===== config.mk =====
export PLATFORM = sky130hd
export DESIGN_NAME = seg7_display_driver
export DESIGN_NICKNAME = d
export VERILOG_FILES = /design/src/rtl/seg7_display_driver.sv
export SDC_FILE = /design/constraint.sdc
export NUM_CORES = 1
export LEC_CHECK = 0
export BUFFER_PORTS_ARGS = -buffer_cell sky130_fd_sc_hd__buf_2
export CAP_MARGIN = 40
export CORE_MARGIN = 2
export CORE_UTILIZATION = 60
export CTS_BUF_LIST = sky130_fd_sc_hd__clkbuf_4
export CTS_CLUSTER_DIAMETER = 30
export CTS_CLUSTER_SIZE = 25
export DETAILED_ROUTE_END_ITERATION = 16
export PLACE_DENSITY = 0.81
export SLEW_MARGIN = 20
export SYNTH_ARGS = -nofsm -noshare
export SYNTH_HDL_FRONTEND = slang
export SYNTH_SLANG_ARGS = --single-unit

===== constraint.sdc =====
create_clock -name clock -period 4 [get_ports clock]
set_clock_uncertainty 0.15 [all_clocks]
set_input_delay 0.4 -clock clock [delete_from_list [all_inputs] [get_ports clock]]
set_output_delay 0.4 -clock clock [all_outputs]
set_load 0.005 [all_outputs]

===== src/rtl/seg7_display_driver.sv =====
// seg7_display_driver: frame-synchronous 8-digit hex driver for a multiplexed active-low 7-segment display.
// Optional leading-zero blanking is enabled with `define SEG_LEAD_ZERO_BLANK_EN.
module seg7_display_driver #(
   parameter int DIGIT_PERIOD = 100000
) (
   input  logic        clock,
   input  logic        reset,
   input  logic        IOWrite,
   input  logic [31:0] IO_output,
   output logic [31:0] display_value,
   output logic [7:0]  seg_en,
   output logic [7:0]  seg_out
);
   localparam int CW = $clog2(DIGIT_PERIOD);
   localparam logic [CW-1:0] LAST = CW'(DIGIT_PERIOD - 1);

   logic [CW-1:0] cnt;
   logic [2:0]    idx;
   logic [31:0]   pending;
   logic          pending_valid;
   logic          wrap, frame_end, blank_digit;
   logic [3:0]    nibble;
   logic [7:0]    next_en, next_out;

   function automatic logic [7:0] hex7(input logic [3:0] n);
      case (n)
         4'h0: hex7 = 8'hC0;
         4'h1: hex7 = 8'hF9;
         4'h2: hex7 = 8'hA4;
         4'h3: hex7 = 8'hB0;
         4'h4: hex7 = 8'h99;
         4'h5: hex7 = 8'h92;
         4'h6: hex7 = 8'h82;
         4'h7: hex7 = 8'hF8;
         4'h8: hex7 = 8'h80;
         4'h9: hex7 = 8'h90;
         4'hA: hex7 = 8'h88;
         4'hB: hex7 = 8'h83;
         4'hC: hex7 = 8'hC6;
         4'hD: hex7 = 8'hA1;
         4'hE: hex7 = 8'h86;
         default: hex7 = 8'h8E;
      endcase
   endfunction

   assign wrap      = cnt == LAST;
   assign frame_end = wrap && idx == 3'd7;
   assign nibble    = display_value[{idx, 2'b00} +: 4];

`ifdef SEG_LEAD_ZERO_BLANK_EN
   logic [2:0] msd;
   // msd stays 0 for an all-zero word so digit 0 still shows "0"
   always_comb begin
      msd = 3'd0;
      for (int i = 1; i < 8; i++)
         if (display_value[4*i +: 4] != 4'h0) msd = 3'(i);
   end
   assign blank_digit = idx > msd;
`else
   assign blank_digit = 1'b0;
`endif

   always_comb begin
      next_en  = (cnt == '0) ? 8'hFF : ~(8'b1 << idx);
      next_out = (cnt == '0 || blank_digit) ? 8'hFF : hex7(nibble);
   end

   always_ff @(posedge clock) begin
      if (reset) begin
         cnt           <= '0;
         idx           <= 3'd0;
         pending       <= 32'h0;
         pending_valid <= 1'b0;
         display_value <= 32'h0;
         seg_en        <= 8'hFF;
         seg_out       <= 8'hFF;
      end else begin
         cnt     <= wrap ? '0 : cnt + 1'b1;
         idx     <= wrap ? idx + 3'd1 : idx;
         seg_en  <= next_en;
         seg_out <= next_out;
         if (frame_end) begin
            display_value <= IOWrite ? IO_output : (pending_valid ? pending : display_value);
            pending_valid <= 1'b0;
         end else if (IOWrite) begin
            pending       <= IO_output;
            pending_valid <= 1'b1;
         end
      end
   end
endmodule


Word-level counts from Yosys, hierarchy flattened
Memory sizes are Yosys's and may differ from the RTL's. A register that Yosys moved wholly into a read port is not among the register bits.
Cells that the tools add are included.

operators by class
  eq/ne operators = 2
  shift-type cells = 2
  mux-type cells = 2
  bitwise gates (word level) = 2
  reduce and logical (&&, ||, !) cells = 8
  $add $sub $neg = 2

operator list
  operator                 number
  $mux W32                 2
  $shiftx A32 B6 Y4        1
  $add A17 B1 Y17 const B  1
  $eq A17 B17 Y1 const B   1
  $logic_not A17 Y1        1
  $not A8 Y8               1
  $shl A1 B3 Y8 const A    1
  $reduce_or A2 Y1         3
  $reduce_and A2 Y1        2
  $add A3 B1 Y3 const B    1
  $eq A3 B3 Y1 const B     1
  $reduce_bool A2 Y1       1
  $logic_and A1 B1 Y1      1
  $not A1 Y1               1

storage, ports and cells
  input port bits = 35
  memories = 1
  bits in read-only memories = 112
  logic and storage cells = 26
  flip-flop bits (word level) = 101

memories
  name             words  bits a word  read ports  clocked after Yosys merged registers in  wr ports  line  RTL
  (no name shown)  16     7            1           1                                        0         26    case (n)

Longest topological paths before layout
Gate-level depths: netlist of run 1.

  depth after elaboration = 4
  mapped depth = 10

Worst setup path after synthesis of run 1
Ideal clock, no wire load.

  kind = reg-to-reg
  start = reg idx[0]
  end = reg seg_out[4]
  buffers on the path = 1
  path slack = 1.560 ns
  required time = 3.704 ns
  stages on the path, launching flop included = 9
  data arrival time = 2.144 ns
  cells stage by stage = dfxtp_1 -> buf_6 -> mux4_2 -> mux2i_1 -> inv_1 -> ha_1 -> mux2_2 -> nand2_1 -> o311ai_0

between the ends
  cells in the longest elaborated chain, start to end = 1

RTL lines
  item                    line  RTL
  start, declared         18    logic [2:0] idx;
  start signal, assigned  79    idx <= wrap ? idx + 3'd1 : idx;
  $shiftx A32 B6 Y4       48    assign nibble = display_value[{idx, 2'b00} +: 4];
  end, declared           12    output logic [7:0] seg_out

Every way passes these cells.
A chain may end at the register's enable or synchronous reset.

Worst setup path after layout of run 1
Same ends and word-level chain as after synthesis.

==> results of run 1 <==
-- synthesized netlist by cell type, types with 6 or more instances --
library cell	number
nand2_1	77
xnor2_1	9
a21oi_1	37
nor2_1	60
mux2_2	36
nand3_1	10
inv_1	11
mux2i_1	37
clkbuf_1	21
dfxtp_1	100
ha_1	13
mux4_2	6
xor2_1	7
buf_2	7
-- routing by layer --
metal  wire [um]  global-route usage, %  share of wire [%]  vias up
met3         683                   5.23                7.0       28
met1        4260                   31.9                 43     1697
met2        4570                   38.2                 47      120
li1            -                      -                  -     1781
met4         286                   12.1                2.9        0
met5           0                      0                  0        -
-- final timing paths --
path / endpoint / slack, ns / depth (start not counted) / from
max reg2reg: seg_out[4] / 1.11 / 7 / idx[0]
min: pending[26] / 0.04 / 3 / IO_output[26]
min reg2reg: display_value[1] / 0.33 / 2 / display_value[1]
max: seg_out[4] / 1.11 / 7 / idx[0]
-- final cells by class --
cell class | instances | area [um2]
multi-input combinational | 341 | 2330
clock buffer | 9 | 67.6
tap | 99 | 124
fill | 595 | 2130
timing repair buffer | 87 | 463
inverter | 12 | 45.0
sequential | 100 | 2000
clock inverter | 7 | 123
-- worst register-to-register path, cell delays in order, from the launching register on --
cell and delay, ns:
dfxtp_1 0.82, mux4_2 0.59, mux2i_1 0.32, inv_1 0.17
ha_1 0.27, mux2_2 0.27, nand2_1 0.06, o311ai_0 0.11
-- power groups by stage --
stage                     Clock [mW]  Combinational [mW]  Sequential [mW]
after floorplan                    0              0.0978             1.06
after global placement             0               0.139             1.06
after detailed placement           0               0.141             1.06
after CTS                      0.670               0.142             1.04
after global routing           0.711               0.158             1.04
final                          0.661               0.143             1.04
-- kinds of logic (layout without fill, tap and decap cells) --
| logic type | after synthesis | in the layout |
|---|---|---|
| other cells | 1 | 1 |
| compound gates | 53 | 53 |
| flops | 100 | 100 |
| fa+ha+maj | 13 | 13 |
| simple gates | 179 | 179 |
| buf+inv | 46 | 115 |
| mux | 79 | 79 |
| xor+xnor | 16 | 16 |
-- metrics by stage --
stage | util, % | std cells | setup WS (ns) | instance area (um2)
6_report | 70.7 | 655 | 1.11 | 5160
5_1_grt | 70.7 | 655 | 0.941 | 5160
4_1_cts | 70.6 | 654 | 1.06 | 5150
3_5_place_dp | 68.0 | 638 | 1.09 | 4960
3_3_place_gp | 68.0 | 638 | 1.17 | 4960
2_1_floorplan | - | 487 | 1.56 | 4550
-- flip-flops by register name, summed over array words and instances, names as in the netlist --
signal and cells:
seg_out 7, pending 32, idx 3, pending_valid 1
seg_en 8, display_value 32, cnt 17
==> flow_summary.json, run 1 <==
{
  "synth_top_flop_cell": "dfxtp_1",
  "yosysWarnings": 0,
  "hpwlAfterDp_um": 6830,
  "io_pins": 83,
  "dr.first_iter.drc_count": 190,
  "grtUsageTotal_pct": 24.4,
  "post-cts-setup-buffers": 0,
  "cts.htree.levels": 3,
  "synth_largest_area_cell": "dfxtp_1",
  "pwr-share-seq_pct": 56.4,
  "grt_pass1_wl_um": 16400,
  "drive_gt1_share_pct": 27.0,
  "status": "completed",
  "cp.required_ns": 4.16,
  "synthSimpleGateAreaFrac_pct": 17.6,
  "drtAntennaViolNets": 0,
  "p_per_area_nw_per_um2": 357,
  "die_h_um": 91.1,
  "initial_core_util_pct": 62.4,
  "synth-xor-area-share_pct": 3.08,
  "maxCapViolations": 0,
  "setup_tns_ns": 0,
  "gp_congestion": 0.849,
  "cts_buffer_depth": 2,
  "worst_slew_pin_slew_ns": 0.790,
  "p_comb_share_pct": 7.7,
  "via_count": 3626,
  "peakVddDrop_v": 0.000254,
  "avgSynthCellArea_um2": 9.34,
  "wl_per_cell_um": 15.0,
  "finalMaxSlewViolations": 0,
  "internal_power_mw": 1.42,
  "path_class": "flop to flop",
  "mostFrequentLayoutCell": "dfxtp_1",
  "crit_path_end_kind": "flop",
  "worstPathMaxFanout": 14,
  "synth.area.top_cells": "dfxtp_1 (44%), mux2_2 (8.9%), mux2i_1 (8.1%), nand2_1 (6.4%), nor2_1 (5.0%)",
  "clk_pin_slew_ns": 0.15,
  "power_mw": 1.84,
  "cp-start-kind": "flop",
  "hold_viol": 0,
  "cp_top_family": "multiplexers",
  "cts_hold_buf": 0,
  "leakage_nw": 2.17,
  "synth_cells": 487,
  "arrival_ns": 3.05,
  "cts_tree": "done",
  "relSlewSlack_pct": 47.3,
  "gr-total-overflow": 0,
  "p_clk_share_pct": 35.8,
  "synthesis.nets": 535,
  "setup_viol": 0,
  "antennaDiodeCount": 0,
  "timing.final.crit_share_pct": 72.2,
  "rsz0062_at_grt": "false",
  "worst-path-buf-inv": 1,
  "grt_pass1_vias": 3482,
  "path_cells": "mux4_2, mux2i_1, inv_1, ha_1, mux2_2, nand2_1, o311ai_0",
  "area_growth_pct": 13.5,
  "ys_seq_area_share_pct": 44.0,
  "viasPerCell": 5.54,
  "drcViolationCount": 0,
  "synth_top_family_by_area": "multiplexers",
  "synth_adder_area_share_pct": 3.58,
  "ys_async_sr_fraction_pct": 0,
  "synth_seq_cells": 100,
  "cts_buffers": 9,
  "fin_crit_ns": 2.89,
  "power_switching_share_pct": 23.1,
  "finalNetCount": 599,
  "holdCritPathClass": "input port to flop",
  "routed_wl_um": 9810,
  "final_cell_mix": "dfxtp_1 (100), buf_2 (81), nand2_1 (77), nor2_1 (60)",
  "clock-sinks": 100,
  "antenna_found_initial": 0,
  "crit_slowest_cell": "dfxtp_1",
  "core_area_um2": 7290,
  "synth_compound_area_share_pct": 6.82,
  "synth_edf_count": 0,
  "whs_ns": 0.0358,
  "fp.dieW_um": 91.1,
  "grt_max_degree": 70,
  "cp_slowest_stage_delay_ns": 0.82,
  "muxShareOfSynthArea_pct": 20.0,
  "rows": 31,
  "synth_area_um2": 4550,
  "synth_cell_types": 43,
  "die_area_um2": 8290,
  "yosys.area.top_type_share_pct": 44.0,
  "cts_resized": 0,
  "clk_latency_ns": 0.45,
  "numPortBuffers": 81,
  "drt_pass1_iterations": 4,
  "fmaxAchievable_mhz": 346,
  "cts-root-buf": "clkbuf_4",
  "switching_power_uw": 426
}
Note: power is estimated with default switching activity, not from simulation.
==> run 2, diff against run 1 <==
- CORE_UTILIZATION: 60 -> 58
- PLACE_DENSITY: 0.81 -> 0.79
- clock period: 4 -> 2.7 ns (I/O delays scaled with it)
==> run 2 against run 1 <==
Compared with the run above:
- non-clock buffer count grew 34
- sequential cell count is the same
- critical path depth grew 1
- largest cell class unchanged
- largest power group unchanged
- die area rose by 3.3%
- critical endpoint unchanged
==> flow_summary.json, run 2 (synthesized netlist as in run 1, its figures left out) <==
{
  "status": "completed",
  "min_path_cells": 2,
  "cp-start-kind": "flop",
  "worst_slew_pin_slew_ns": 0.612,
  "leakage_nw": 2.30,
  "post-cts-setup-buffers": 0,
  "clk_latency_ns": 0.46,
  "drt_pass1_iterations": 4,
  "rows": 32,
  "antennaDiodeCount": 0,
  "rsz0062_at_grt": "false",
  "cts_tree": "done",
  "whs_ns": 0.0347,
  "via_count": 3769,
  "worstPathMaxFanout": 14,
  "initial_core_util_pct": 59.5,
  "finalMaxSlewViolations": 0,
  "rrSetupSlack_ns": 0.14,
  "path_cells": "buf_4, mux4_2, mux2i_2, inv_1, ha_1, mux2_2, nand2_1, o311ai_0",
  "io_pins": 83,
  "multi_input_area_um2": 2340,
  "crit_slowest_cell": "mux4_2",
  "gr-total-overflow": 0,
  "clock-sinks": 100,
  "final_cell_mix": "dfxtp_1 (100), buf_2 (81), nand2_1 (77), nor2_1 (60), a21oi_1 (37)",
  "hpwlAfterDp_um": 7090,
  "worstHoldStart": "reset",
  "peakVddDrop_v": 0.000332,
  "antenna_found_initial": 0,
  "drtAntennaViolNets": 0,
  "final-seq-area_um2": 2000,
  "grt_pass1_wl_um": 17100,
  "relSlewSlack_pct": 59.2,
  "die_h_um": 92.5,
  "grtUsageTotal_pct": 25.0,
  "n_fill_cell": 585,
  "reg_top3": "display_value: 32 flops, pending: 32 flops, cnt: 17 flops",
  "fin_util_pct": 71.6,
  "holdCritPathClass": "input port to flop",
  "cts.htree.levels": 3,
  "cts_buffers": 9,
  "wl_per_cell_um": 14.9,
  "mostFrequentLayoutCell": "dfxtp_1",
  "fin_crit_ns": 2.56,
  "r2r_start": "idx[0]",
  "rr_worst_depth": 8,
  "cp.required_ns": 2.88,
  "clk_pin_slew_ns": 0.16,
  "worst-path-buf-inv": 2,
  "r2r_end": "seg_out[4]",
  "crit_path_end_kind": "flop",
  "setup_viol": 0,
  "dr.first_iter.drc_count": 187,
  "place_ws_ns": 0.135,
  "drcViolationCount": 0,
  "setup_tns_ns": 0,
  "place_inst": 644,
  "layout_setup_ws_ns": 0.136,
  "viasPerCell": 5.45,
  "cts-root-buf": "clkbuf_4",
  "grt_pass1_vias": 3616,
  "hold_viol": 0,
  "core_area_um2": 7650,
  "p_per_area_nw_per_um2": 478,
  "hold_path_end": "pending[27]",
  "routed_wl_um": 10300,
  "cp_slowest_stage_delay_ns": 0.56,
  "path_class": "flop to flop",
  "cts_buffer_depth": 2,
  "drive_gt1_share_pct": 25.9,
  "maxCapViolations": 0,
  "die_area_um2": 8560,
  "arrival_ns": 2.74,
  "numPortBuffers": 81,
  "fmaxAchievable_mhz": 390,
  "area_growth_pct": 20.4,
  "cp_top_family": "multiplexers",
  "grt_max_degree": 54,
  "timing.final.crit_share_pct": 95.0,
  "gp_congestion": 0.825,
  "fin_cells": 692,
  "fp.dieW_um": 92.5,
  "finalNetCount": 633
}
==> run 2: how the worst max path moves through the flow <==
stage / start / to / slack, ns / depth (start not counted)
finish: idx[0] / seg_out[4] / 0.14 / 8
global route: idx[0] / seg_out[4] / 0.05 / 8
CTS: idx[0] / seg_out[4] / 0.12 / 8
detailed placement: idx[0] / seg_out[4] / 0.14 / 8
global placement: idx[0] / seg_out[4] / 0.23 / 8
floorplan: idx[0] / seg_out[4] / 0.26 / 8
==> run 2: metal layers <==
| layer | share of wire, % | vias to the layer above | GRT usage [%] |
|---|---|---|---|
| met3 | 5.9 | 20 | 7.08 |
| met4 | 2.1 | 0 | 10.4 |
| met2 | 49 | 122 | 41.1 |
| li1 | - | 1844 | - |
| met5 | 0 | - | 0 |
| met1 | 43 | 1783 | 30.9 |
==> run 2: layout make-up <==
type | count | share of cell area (%)
well taps | 102 | 2.33
flip-flops and latches | 100 | 36.6
multi-input cells | 341 | 42.7
inverters | 12 | 0.823
repair buffers | 121 | 14.8
clock buffers | 9 | 1.23
clock inverters | 7 | 1.49
==> run 2: where the power goes <==
part           total, mW  leakage, nW  internal (mW)  switching, mW
clock network      0.827       0.0832          0.299          0.527
registers           1.54        0.815           1.52         0.0205
logic              0.249         1.40          0.138          0.112
==> run 2: metrics by stage <==
step           cell area, um2  power, mW
2_1_floorplan            4550       1.71
5_1_grt                  5470       2.73
6_report                 5470       2.62
3_5_place_dp             5000       1.79
4_1_cts                  5470       2.64
3_3_place_gp             5000       1.78
==> run 2: timing repair <==
| action | in CTS | in global routing |
|---|---|---|
| endpoints found under the hold margin | 32 | 0 |
| gates resized for setup | 0 | 1 |
| setup endpoints to repair | 0 | 1 |
| hold buffers | 32 | 0 |
==> run 2: worst register-to-register path: stages, from the launching register on <==
cell	delay (ns)
dfxtp_1	0.34
buf_4	0.23
mux4_2	0.56
mux2i_2	0.23
inv_1	0.16
ha_1	0.27
mux2_2	0.28
nand2_1	0.07
o311ai_0	0.15
==> run 3, diff against run 2 <==
- GPL_TIMING_DRIVEN: not set -> 0
==> run 3 against run 2 <==
Compared with the run above:
- utilization increased by 0.92 points
- clock power shrank 7.9%
- die area unchanged
- largest power group unchanged
- highest routed layer unchanged
==> flow_summary.json, run 3 (synthesized netlist as in run 1, its figures left out) <==
{
  "grt_pass1_vias": 3737,
  "drive_gt1_share_pct": 25.8,
  "final_cell_mix": "dfxtp_1 (99), buf_2 (86), nand2_1 (77), nor2_1 (60), a21oi_1 (37)",
  "area_growth_pct": 21.9,
  "worstPathMaxFanout": 10,
  "fp.dieW_um": 92.5,
  "fin_crit_ns": 2.54,
  "setup_viol": 0,
  "cts_tree": "done",
  "rsz0062_at_grt": "false",
  "drcViolationCount": 0,
  "cts.htree.levels": 3,
  "reg_top3": "display_value: 32 flops, pending: 32 flops, cnt: 17 flops",
  "p_per_area_nw_per_um2": 461,
  "core_area_um2": 7650,
  "arrival_ns": 2.68,
  "crit_path_end_kind": "flop",
  "setup_tns_ns": 0,
  "status": "completed",
  "die_area_um2": 8560,
  "cts_buffers": 9,
  "leakage_nw": 2.32,
  "maxCapViolations": 0,
  "cts_buffer_depth": 2,
  "antenna_found_initial": 0,
  "numPortBuffers": 79,
  "via_count": 3855,
  "grt_pass1_wl_um": 17400,
  "path_class": "flop to flop",
  "die_h_um": 92.5,
  "timing.final.crit_share_pct": 93.9,
  "drt_pass1_iterations": 4,
  "worst_slew_pin_slew_ns": 0.573,
  "drtAntennaViolNets": 0,
  "cp-start-kind": "flop",
  "io_pins": 83,
  "routed_wl_um": 10600,
  "fmaxAchievable_mhz": 394,
  "clk_pin_slew_ns": 0.14,
  "grt_max_degree": 16,
  "relSlewSlack_pct": 61.8,
  "dr.first_iter.drc_count": 152,
  "clock-sinks": 100,
  "viasPerCell": 5.39,
  "gp_congestion": 0.881,
  "wl_per_cell_um": 14.9,
  "cp.required_ns": 2.84,
  "design_area_um2": 5540,
  "finalNetCount": 657,
  "clk_latency_ns": 0.45,
  "hold_viol": 0,
  "grtUsageTotal_pct": 25.5,
  "peakVddDrop_v": 0.000318,
  "finalMaxSlewViolations": 0,
  "initial_core_util_pct": 59.5,
  "holdCritPathClass": "input port to flop",
  "gr-total-overflow": 0,
  "mostFrequentLayoutCell": "dfxtp_1",
  "rows": 32,
  "hpwlAfterDp_um": 7580,
  "fin_util_pct": 72.5,
  "antennaDiodeCount": 0,
  "placed_area_um2": 5070,
  "cts-root-buf": "clkbuf_4"
}
## run 3: cell count changes in the layout (fill, tap and decap cells not counted), moves of 2 or more
cell,before,now
clkbuf_1,0,20
buf_2,81,86
buf_4,6,2
buf_6,0,3
inv_6,3,0
buf_12,2,0
clkinvlp_4,0,2
## run 3: where the power goes
part	internal, mW	total [mW]	switching, mW
Sequential	1.52	1.54	0.0200
Combinational	0.137	0.254	0.117
Clock	0.284	0.762	0.479
## run 3: timing repair
item / 4_1_cts / 5_1_grt
buffers inserted: 0 / 0
resized for setup: 4 / 4
hold endpoints to repair: 32 / 0
hold buffers: 32 / 0
setup endpoints to repair: 4 / 1
## run 3: metrics by stage
step	setup WS [ns]	cells	power (mW)	hold slack, ns
final	0.164	715	2.56	0.213
after global routing	0.00284	715	2.65	0.219
after CTS	0.0703	715	2.56	0.171
after detailed placement	-0.182	668	1.79	0.309
after global placement	-0.0464	668	1.78	0.298
after floorplan	0.260	487	1.71	0.267
## run 3: layout make-up
cell class | count | area, um2
multi-input cells | 341 | 2340
fillers | 601 | 2100
clock inverters | 5 | 53.8
inverters | 12 | 45.0
repair buffers | 111 | 716
well taps | 102 | 128
flip-flops and latches | 100 | 2010
plain buffers | 34 | 179
clock buffers | 10 | 75.1
## run 3: worst max-delay path: stages (launching register included)
cell and delay, ns:
dfxtp_4 0.43, buf_8 0.17, mux4_2 0.56, mux2i_4 0.22, inv_1 0.14, ha_2 0.23
mux2_2 0.26, nand2_1 0.07, o311ai_0 0.16
## run 3: path summary, 6_finish.rpt
| path | start | to | slack [ns] | cells past startpoint |
|---|---|---|---|---|
| hold / removal | IOWrite | pending_valid | 0.21 | 3 |
| setup / recovery | idx[0] | seg_out[4] | 0.16 | 8 |
| setup reg to reg | idx[0] | seg_out[4] | 0.16 | 8 |
| hold reg to reg | display_value[12] | display_value[12] | 0.33 | 2 |
## run 3: layer usage
metal / track usage [%] / routed length [um]
met5: 0 / 0
met4: 11.9 / 265
met3: 5.29 / 498
met2: 43.2 / 5240
met1: 31.2 / 4640
